<file path="src/rtl/jump_branch_unit_pkg.sv">
// Shared decode constants, RAS action encoding and the immediate sign extender
// used by the control-transfer unit.
package jump_branch_unit_pkg;

  localparam logic [6:0] OPC_JALR   = 7'b1100111;
  localparam logic [6:0] OPC_JAL    = 7'b1101111;
  localparam logic [6:0] OPC_BRANCH = 7'b1100011;

  localparam logic [2:0] F3_BEQ  = 3'b000;
  localparam logic [2:0] F3_BNE  = 3'b001;
  localparam logic [2:0] F3_BLT  = 3'b100;
  localparam logic [2:0] F3_BGE  = 3'b101;
  localparam logic [2:0] F3_BLTU = 3'b110;
  localparam logic [2:0] F3_BGEU = 3'b111;

  localparam logic [4:0] LINK_X1 = 5'd1;
  localparam logic [4:0] LINK_X5 = 5'd5;

  typedef enum logic [1:0] {
    RAS_NONE,
    RAS_PUSH,
    RAS_POP,
    RAS_POP_PUSH
  } ras_action_e;

  typedef enum logic [1:0] {
    IMM_I,
    IMM_J,
    IMM_B
  } imm_kind_e;

  function automatic logic is_link(input logic [4:0] r);
    return (r == LINK_X1) || (r == LINK_X5);
  endfunction

  // Immediates are at most 21 bits, so a 32-bit result is enough; callers widen further.
  function automatic logic [31:0] sext_imm(input logic [31:0] inst, input imm_kind_e kind);
    logic [31:0] imm;
    imm = '0;
    case (kind)
      IMM_I:   imm = {{20{inst[31]}}, inst[31:20]};
      IMM_J:   imm = {{12{inst[31]}}, inst[19:12], inst[20], inst[30:21], 1'b0};
      IMM_B:   imm = {{20{inst[31]}}, inst[7], inst[30:25], inst[11:8], 1'b0};
      default: imm = '0;
    endcase
    return imm;
  endfunction

endpackage

</file>
<file path="src/rtl/jump_branch_unit_ras.sv">
// Circular return-address stack: pushing when full overwrites the oldest entry,
// and a simultaneous pop+push on a non-empty stack replaces the top in place.
module ras_stack
  import jump_branch_unit_pkg::*;
#(
  parameter int XLEN      = 32,
  parameter int RAS_DEPTH = 8
) (
  input  logic            clk,
  input  logic            rst,
  input  logic            push,
  input  logic            pop,
  input  logic [XLEN-1:0] push_data,
  output logic [XLEN-1:0] top,
  output logic            empty
);

  localparam int PW = $clog2(RAS_DEPTH);
  localparam int CW = PW + 1;
  localparam logic [CW-1:0] FULL = CW'(RAS_DEPTH);

  logic [XLEN-1:0] mem [RAS_DEPTH];
  logic [PW-1:0]   top_ptr;
  logic [PW-1:0]   top_ptr_inc;
  logic [CW-1:0]   count;
  logic            replace;
  logic            pop_only;

  assign empty       = (count == '0);
  assign top         = mem[top_ptr];
  assign top_ptr_inc = top_ptr + 1'b1;
  assign replace     = push && pop && !empty;
  assign pop_only    = pop && !push && !empty;

  always_ff @(posedge clk) begin
    if (rst) begin
      top_ptr <= '0;
      count   <= '0;
    end else if (replace) begin
      top_ptr <= top_ptr;
      count   <= count;
    end else if (push) begin
      top_ptr <= top_ptr_inc;
      count   <= (count == FULL) ? count : count + 1'b1;
    end else if (pop_only) begin
      top_ptr <= top_ptr - 1'b1;
      count   <= count - 1'b1;
    end
  end

  // Entry contents carry no reset; only pointer and count define validity.
  always_ff @(posedge clk) begin
    if (!rst) begin
      if (replace) begin
        mem[top_ptr] <= push_data;
      end else if (push) begin
        mem[top_ptr_inc] <= push_data;
      end
    end
  end

endmodule

</file>
<file path="src/rtl/jump_branch_unit.sv">
// Single-stage resolver for JAL/JALR/branches with a return-address stack that
// predicts JALR returns; all results appear one cycle after the instruction.
module jump_branch_unit
  import jump_branch_unit_pkg::*;
#(
  parameter int XLEN      = 32,
  parameter int RAS_DEPTH = 8,
  parameter int IALIGN    = 32
) (
  input  logic            clk,
  input  logic            rst,
  input  logic            in_valid,
  input  logic            flush,
  input  logic [XLEN-1:0] pc,
  input  logic [31:0]     inst,
  input  logic [XLEN-1:0] rs1_data,
  input  logic [XLEN-1:0] rs2_data,
  output logic            out_valid,
  output logic            is_cti,
  output logic            taken,
  output logic [XLEN-1:0] next_pc,
  output logic [XLEN-1:0] link_addr,
  output logic            misaligned,
  output logic            illegal,
  output logic            ras_pred_valid,
  output logic [XLEN-1:0] ras_pred,
  output logic            ras_mispredict
);

  logic [6:0]      opcode;
  logic [4:0]      rd;
  logic [4:0]      rs1;
  logic [2:0]      funct3;
  logic [XLEN-1:0] imm_i;
  logic [XLEN-1:0] imm_j;
  logic [XLEN-1:0] imm_b;
  logic [XLEN-1:0] pc_plus4;
  logic [XLEN-1:0] target;
  logic [XLEN-1:0] next_pc_c;
  logic            is_cti_c;
  logic            taken_c;
  logic            illegal_c;
  logic            misaligned_c;
  ras_action_e     action;
  logic            fire;
  logic            ras_push;
  logic            ras_pop;
  logic [XLEN-1:0] ras_top;
  logic            ras_empty;
  logic            pred_valid_c;
  logic            mispredict_c;
  logic            br_eq;
  logic            br_lt;
  logic            br_ltu;

  assign opcode   = inst[6:0];
  assign rd       = inst[11:7];
  assign funct3   = inst[14:12];
  assign rs1      = inst[19:15];
  assign imm_i    = XLEN'($signed(sext_imm(inst, IMM_I)));
  assign imm_j    = XLEN'($signed(sext_imm(inst, IMM_J)));
  assign imm_b    = XLEN'($signed(sext_imm(inst, IMM_B)));
  assign pc_plus4 = pc + XLEN'(4);

  assign br_eq  = (rs1_data == rs2_data);
  assign br_lt  = ($signed(rs1_data) < $signed(rs2_data));
  assign br_ltu = (rs1_data < rs2_data);

  always_comb begin
    is_cti_c  = 1'b0;
    taken_c   = 1'b0;
    illegal_c = 1'b0;
    target    = pc_plus4;
    action    = RAS_NONE;
    case (opcode)
      OPC_JAL: begin
        is_cti_c = 1'b1;
        taken_c  = 1'b1;
        target   = pc + imm_j;
        if (is_link(rd)) action = RAS_PUSH;
      end
      OPC_JALR: begin
        is_cti_c = 1'b1;
        taken_c  = 1'b1;
        target   = (rs1_data + imm_i) & ~XLEN'(1);
        // Return-hint table: rd link alone pushes, rs1 link alone pops,
        // both linked and distinct is a coroutine swap.
        case ({is_link(rd), is_link(rs1)})
          2'b10:   action = RAS_PUSH;
          2'b01:   action = RAS_POP;
          2'b11:   action = (rd == rs1) ? RAS_PUSH : RAS_POP_PUSH;
          default: action = RAS_NONE;
        endcase
      end
      OPC_BRANCH: begin
        is_cti_c = 1'b1;
        target   = pc + imm_b;
        case (funct3)
          F3_BEQ:  taken_c = br_eq;
          F3_BNE:  taken_c = !br_eq;
          F3_BLT:  taken_c = br_lt;
          F3_BGE:  taken_c = !br_lt;
          F3_BLTU: taken_c = br_ltu;
          F3_BGEU: taken_c = !br_ltu;
          default: illegal_c = 1'b1;
        endcase
      end
      default: ;
    endcase
  end

  assign next_pc_c    = taken_c ? target : pc_plus4;
  assign misaligned_c = (IALIGN == 32) && taken_c && target[1];

  assign fire     = in_valid && !flush && !rst;
  assign ras_push = fire && ((action == RAS_PUSH) || (action == RAS_POP_PUSH));
  assign ras_pop  = fire && ((action == RAS_POP) || (action == RAS_POP_PUSH));

  // Prediction is taken from the top before any same-cycle push lands.
  assign pred_valid_c = ras_pop && !ras_empty;
  assign mispredict_c = ras_pop && (ras_empty || (ras_top != target));

  ras_stack #(
    .XLEN      (XLEN),
    .RAS_DEPTH (RAS_DEPTH)
  ) u_ras (
    .clk       (clk),
    .rst       (rst),
    .push      (ras_push),
    .pop       (ras_pop),
    .push_data (pc_plus4),
    .top       (ras_top),
    .empty     (ras_empty)
  );

  always_ff @(posedge clk) begin
    if (rst) begin
      out_valid      <= 1'b0;
      is_cti         <= 1'b0;
      taken          <= 1'b0;
      next_pc        <= '0;
      link_addr      <= '0;
      misaligned     <= 1'b0;
      illegal        <= 1'b0;
      ras_pred_valid <= 1'b0;
      ras_pred       <= '0;
      ras_mispredict <= 1'b0;
    end else begin
      out_valid      <= fire;
      is_cti         <= fire && is_cti_c;
      taken          <= fire && taken_c;
      next_pc        <= fire ? next_pc_c : '0;
      link_addr      <= fire ? pc_plus4 : '0;
      misaligned     <= fire && misaligned_c;
      illegal        <= fire && illegal_c;
      ras_pred_valid <= pred_valid_c;
      ras_pred       <= pred_valid_c ? ras_top : '0;
      ras_mispredict <= mispredict_c;
    end
  end

endmodule

</file>
<file path="config.mk">
export PLATFORM = sky130hd
export DESIGN_NAME = jump_branch_unit
export DESIGN_NICKNAME = d
export VERILOG_FILES = /design/src/rtl/jump_branch_unit_pkg.sv /design/src/rtl/jump_branch_unit_ras.sv /design/src/rtl/jump_branch_unit.sv
export SDC_FILE = /design/constraint.sdc
export NUM_CORES = 1
export LEC_CHECK = 0
export CAP_MARGIN = 20
export CORE_MARGIN = 2
export CORE_UTILIZATION = 35
export DETAILED_ROUTE_END_ITERATION = 16
export PLACE_DENSITY = 0.65
export SYNTH_ARGS = -nofsm -noshare
export SYNTH_HDL_FRONTEND = slang
export SYNTH_HIERARCHICAL = 1
export SYNTH_SLANG_ARGS = --single-unit
</file>
<file path="constraint.sdc">
create_clock -name clk -period 8.05 [get_ports clk]
set_input_delay 1.61 -clock clk [delete_from_list [all_inputs] [get_ports clk]]
set_output_delay 1.61 -clock clk [all_outputs]
set_load 0.02 [all_outputs]
</file>
==> summary.md <==
| Metric | Value |
|---|---|
| Syn nets | 1977 |
| Clk Latency, worst-skew pair | 0.53 ns |
| Initial antenna violation count | 4 |
| Via density | 5.57 |
| Critical path peak fanout | 6 |
| Seq/Total Area, Yosys | 49.5% |
| Reg-to-reg endpoint | ras_mispredict |
| Setup TNS | 0 ns |
| CP Depth | 18 |
| Via count | 15300 |
| CTS tree | built |
| # resized after CTS | 0 |
| Initial core utilization | 35.5% |
| Synth Flop Type | edfxtp_1 |
| CTS sink cnt | 369 |
| Horiz. Die Dim | 244 um |
| Placed cell count | 2680 |
| Postcts setup bufs | 0 |
| Largest net degree at the start of global routing | 65 |
| Clock Path Buffers | 3 |
| Pwr dens | 181 mW/mm^2 |
| Tcrit/Tclk final | 83.5% |
| Setup slack, reg-to-reg | 3.17 ns |
| #FFs+latches synth | 369 |
| Root Buffer | clkbuf_16 |
| Fill count | 5238 |
| Crit path DAT | 7.14 ns |
| Crit-path slowest cell | or4_1 |
| Dpl hpwl | 48800 um |
| Non-filler instance count after layout | 2752 |
| Peak per-stage delay on the critical path | 0.52 ns |
| Internal | 3.35 mW |
| Post-route minimum period | 6.72 ns |
| EDFF count, synth | 256 |
| Gr usage total | 21.4% |
| ANT nets after route | 0 |
| Gate Count Post-Synth | 1742 |
| Setup Skew | 0.0154 ns |
| Slew margin rel. | 31.4% |
| Global-route wire length before repair | 96100 um |
| Share of cells above drive strength 1 | 12.2% |
| Synth Area per Inst | 11.5 sq um |
| P_leak | 8.90 nW |
| Core region area | 0.0566 sq mm |
| Die Span Y | 244 um |
| Switching fraction of total power | 25.0% |
| Final nets | 2200 |
| Yosys warns | 6 |
| Drt drc | 0 |
| Sequential share of power | 45.7% |
| Worst Hold Path Cells | 2 |
| Worst setup SP type | input pin |
| CP Class | in -> reg |
| Final wirelength | 64500 um |
| Initial drt markers | 1253 |
| Clock slew at reported path FFs | 0.06 ns |
| FP Rows | 87 |
| Ys async rst share | 0% |
| Required @ worst endpoint | 8.47 ns |
| CP Buf/Inv Count | 1 |
| Setup Viol. Count Final | 0 |
| Post-synth top area share | 38.2% |
| Delay-heaviest family, CP | simple AND/OR/NAND/NOR gates |
| PortBufs | 234 |
| Crit path top cell by count | o21ai_0 |
| Final hold vios | 0 |
| Largest area contributor in the netlist | edfxtp_1 |
| Synth top area cells | edfxtp_1, dfxtp_1, mux4_2 |
| I/O pins | 235 |
| Vias in the first global route | 15300 |
| Final Wtd Congestion | 0.927 |
| Yosys cell types | 100 |
| VDD IR max | 0.116 mV |
| Area Overhead vs Synth | 22.3% |
| # Max-Cap Violations | 0 |
| Hold path startpoint | u_ras/top_ptr[1] |
| Post-CTS Hold Buffers | 0 |
| Crit path cell chain | clkdlybuf4s50_1, and3_1, nand2_1, nor3_2, mux2_2, ha_1, a21o_1, a21oi_1, a211o_1, o21ai_0, nor3_1, a211oi_1, o21ai_0, xor2_1, nor4_1, nand4_1, or4_1, o41a_1 |
| Drt first pass iters | 6 |
| Combinational share of power | 14.1% |
| Setup crit end kind | flop |
| WL/cell | 23.4 um |
| Max Clock Freq | 149 MHz |
| Clock power frac | 40.2% |
| Worst Tran Pin Value | 1.03 ns |
| Final worst slack | 1.33 ns |
| Post-placement setup slack | 0.884 ns |
| Worst Reg2Reg Path Length in Cells | 13 |
| CTS Buf Count | 38 |
| Status | complete, no violations |
| GRT Residual Overflow | 0 |
| Die area | 0.0594 sq mm |
| RSZ-0062 raised after global routing | no |
| Min-Delay Path Class | reg -> reg |
| P_sw | 1.11 mW |
| CTS H-tree depth | 2 |
| Post-Syn Area | 0.0201 sq mm |
| Final Max Tran Viols | 0 |
-- layout by cell type, fill, tap and decap left out, drive strengths merged, types with 18 or more instances in the layout --
cell	count
a211oi	33
a21o	25
a21oi	106
and2	23
and3	47
buf	30
clkbuf	60
clkdlybuf4s50	234
dfxtp	113
edfxtp	256
ha	100
inv	88
mux2	43
mux2i	24
mux4	64
nand2	109
nand2b	20
nand3	49
nand4	34
nor2	124
nor2b	18
nor3	30
o21ai	70
xnor2	62
xor2	38
-- how the worst max path moves through the flow --
stage / from / end / slack, ns
floorplan: inst[5] / ras_mispredict / 1.61
finish: inst[0] / ras_mispredict / 1.33
global placement: inst[0] / ras_mispredict / 0.96
global route: inst[0] / ras_mispredict / 0.97
detailed placement: inst[0] / ras_mispredict / 0.88
CTS: inst[0] / ras_mispredict / 1.42
-- worst min-delay path: cells and delay by family (launching register included) --
| kind | cells | cell delay [ns] |
|---|---|---|
| compound gates | 2 | 0.19 |
| flops | 1 | 0.40 |
-- state kept, by name (all words and copies together), names as in the netlist, 3 cells and up, named ones only --
name	cells
u_ras/mem	256
link_addr	32
next_pc	32
ras_pred	32
u_ras/count	4
u_ras/top_ptr	3
-- stage by stage --
step	hold WS [ns]	utilization, %	total power, mW	area, sq um
detailed placement	0.622	41.1	2.70	23300
floorplan	0.559	-	2.45	20100
CTS	0.640	43.4	4.49	24600
global route	0.666	43.4	4.63	24600
finish	0.639	43.4	4.46	24600
global placement	0.596	41.1	2.70	23300
-- layer usage --
layer,global-route usage (%),up-vias,share of wire (%)
li1,-,7033,-
met1,30.0,7566,44
met2,34.8,642,46
met5,0,-,0.040
met3,2.82,84,7.5
met4,5.54,4,2.0
-- cells in the mapped netlist (all sizes together), types with 25 or more instances --
cell type  number
ha            100
a21o           25
xnor2          62
nand2         109
mux2           43
o21ai          70
nor3           30
and3           47
a21oi         106
a211oi         33
clkbuf         53
nand4          34
nand3          49
nor2          124
xor2           38
edfxtp        256
mux4           64
dfxtp         113
buf            28
inv            86
-- cells by family (layout without fill, tap and decap cells) --
logic type                 Yosys count  count (layout)  share of synthesized area (%)
other                                0               1                              0
adders and majority gates          103             103                           6.52
buffers and inverters              167             420                           3.69
DFF                                369             369                           49.5
muxes                              131             131                           10.8
xor gates and xnor gates           100             100                           4.36
and+or+nand+nor                    502             502                           12.7
AOI/OAI and AO/OA                  370             370                           12.4
-- final cells by class --
type	instances	area, sq um	share of cell area (%)
antenna	1	2.50	0.0102
clock buffer	60	1230	5.02
clock inverter	10	63.8	0.260
inverter	86	323	1.31
multi-input combinational	1206	9470	38.5
sequential	369	9960	40.5
tap	756	946	3.85
timing repair buffer	264	2590	10.5
-- power groups by stage --
stage          clock, mW  combinational (mW)  sequential, mW
2_1_floorplan          0               0.362            2.09
3_3_place_gp           0               0.615            2.08
3_5_place_dp           0               0.621            2.08
4_1_cts             1.82               0.623            2.04
5_1_grt             1.90               0.686            2.04
6_report            1.79               0.629            2.04
Note: power is estimated with default switching activity, not from simulation.
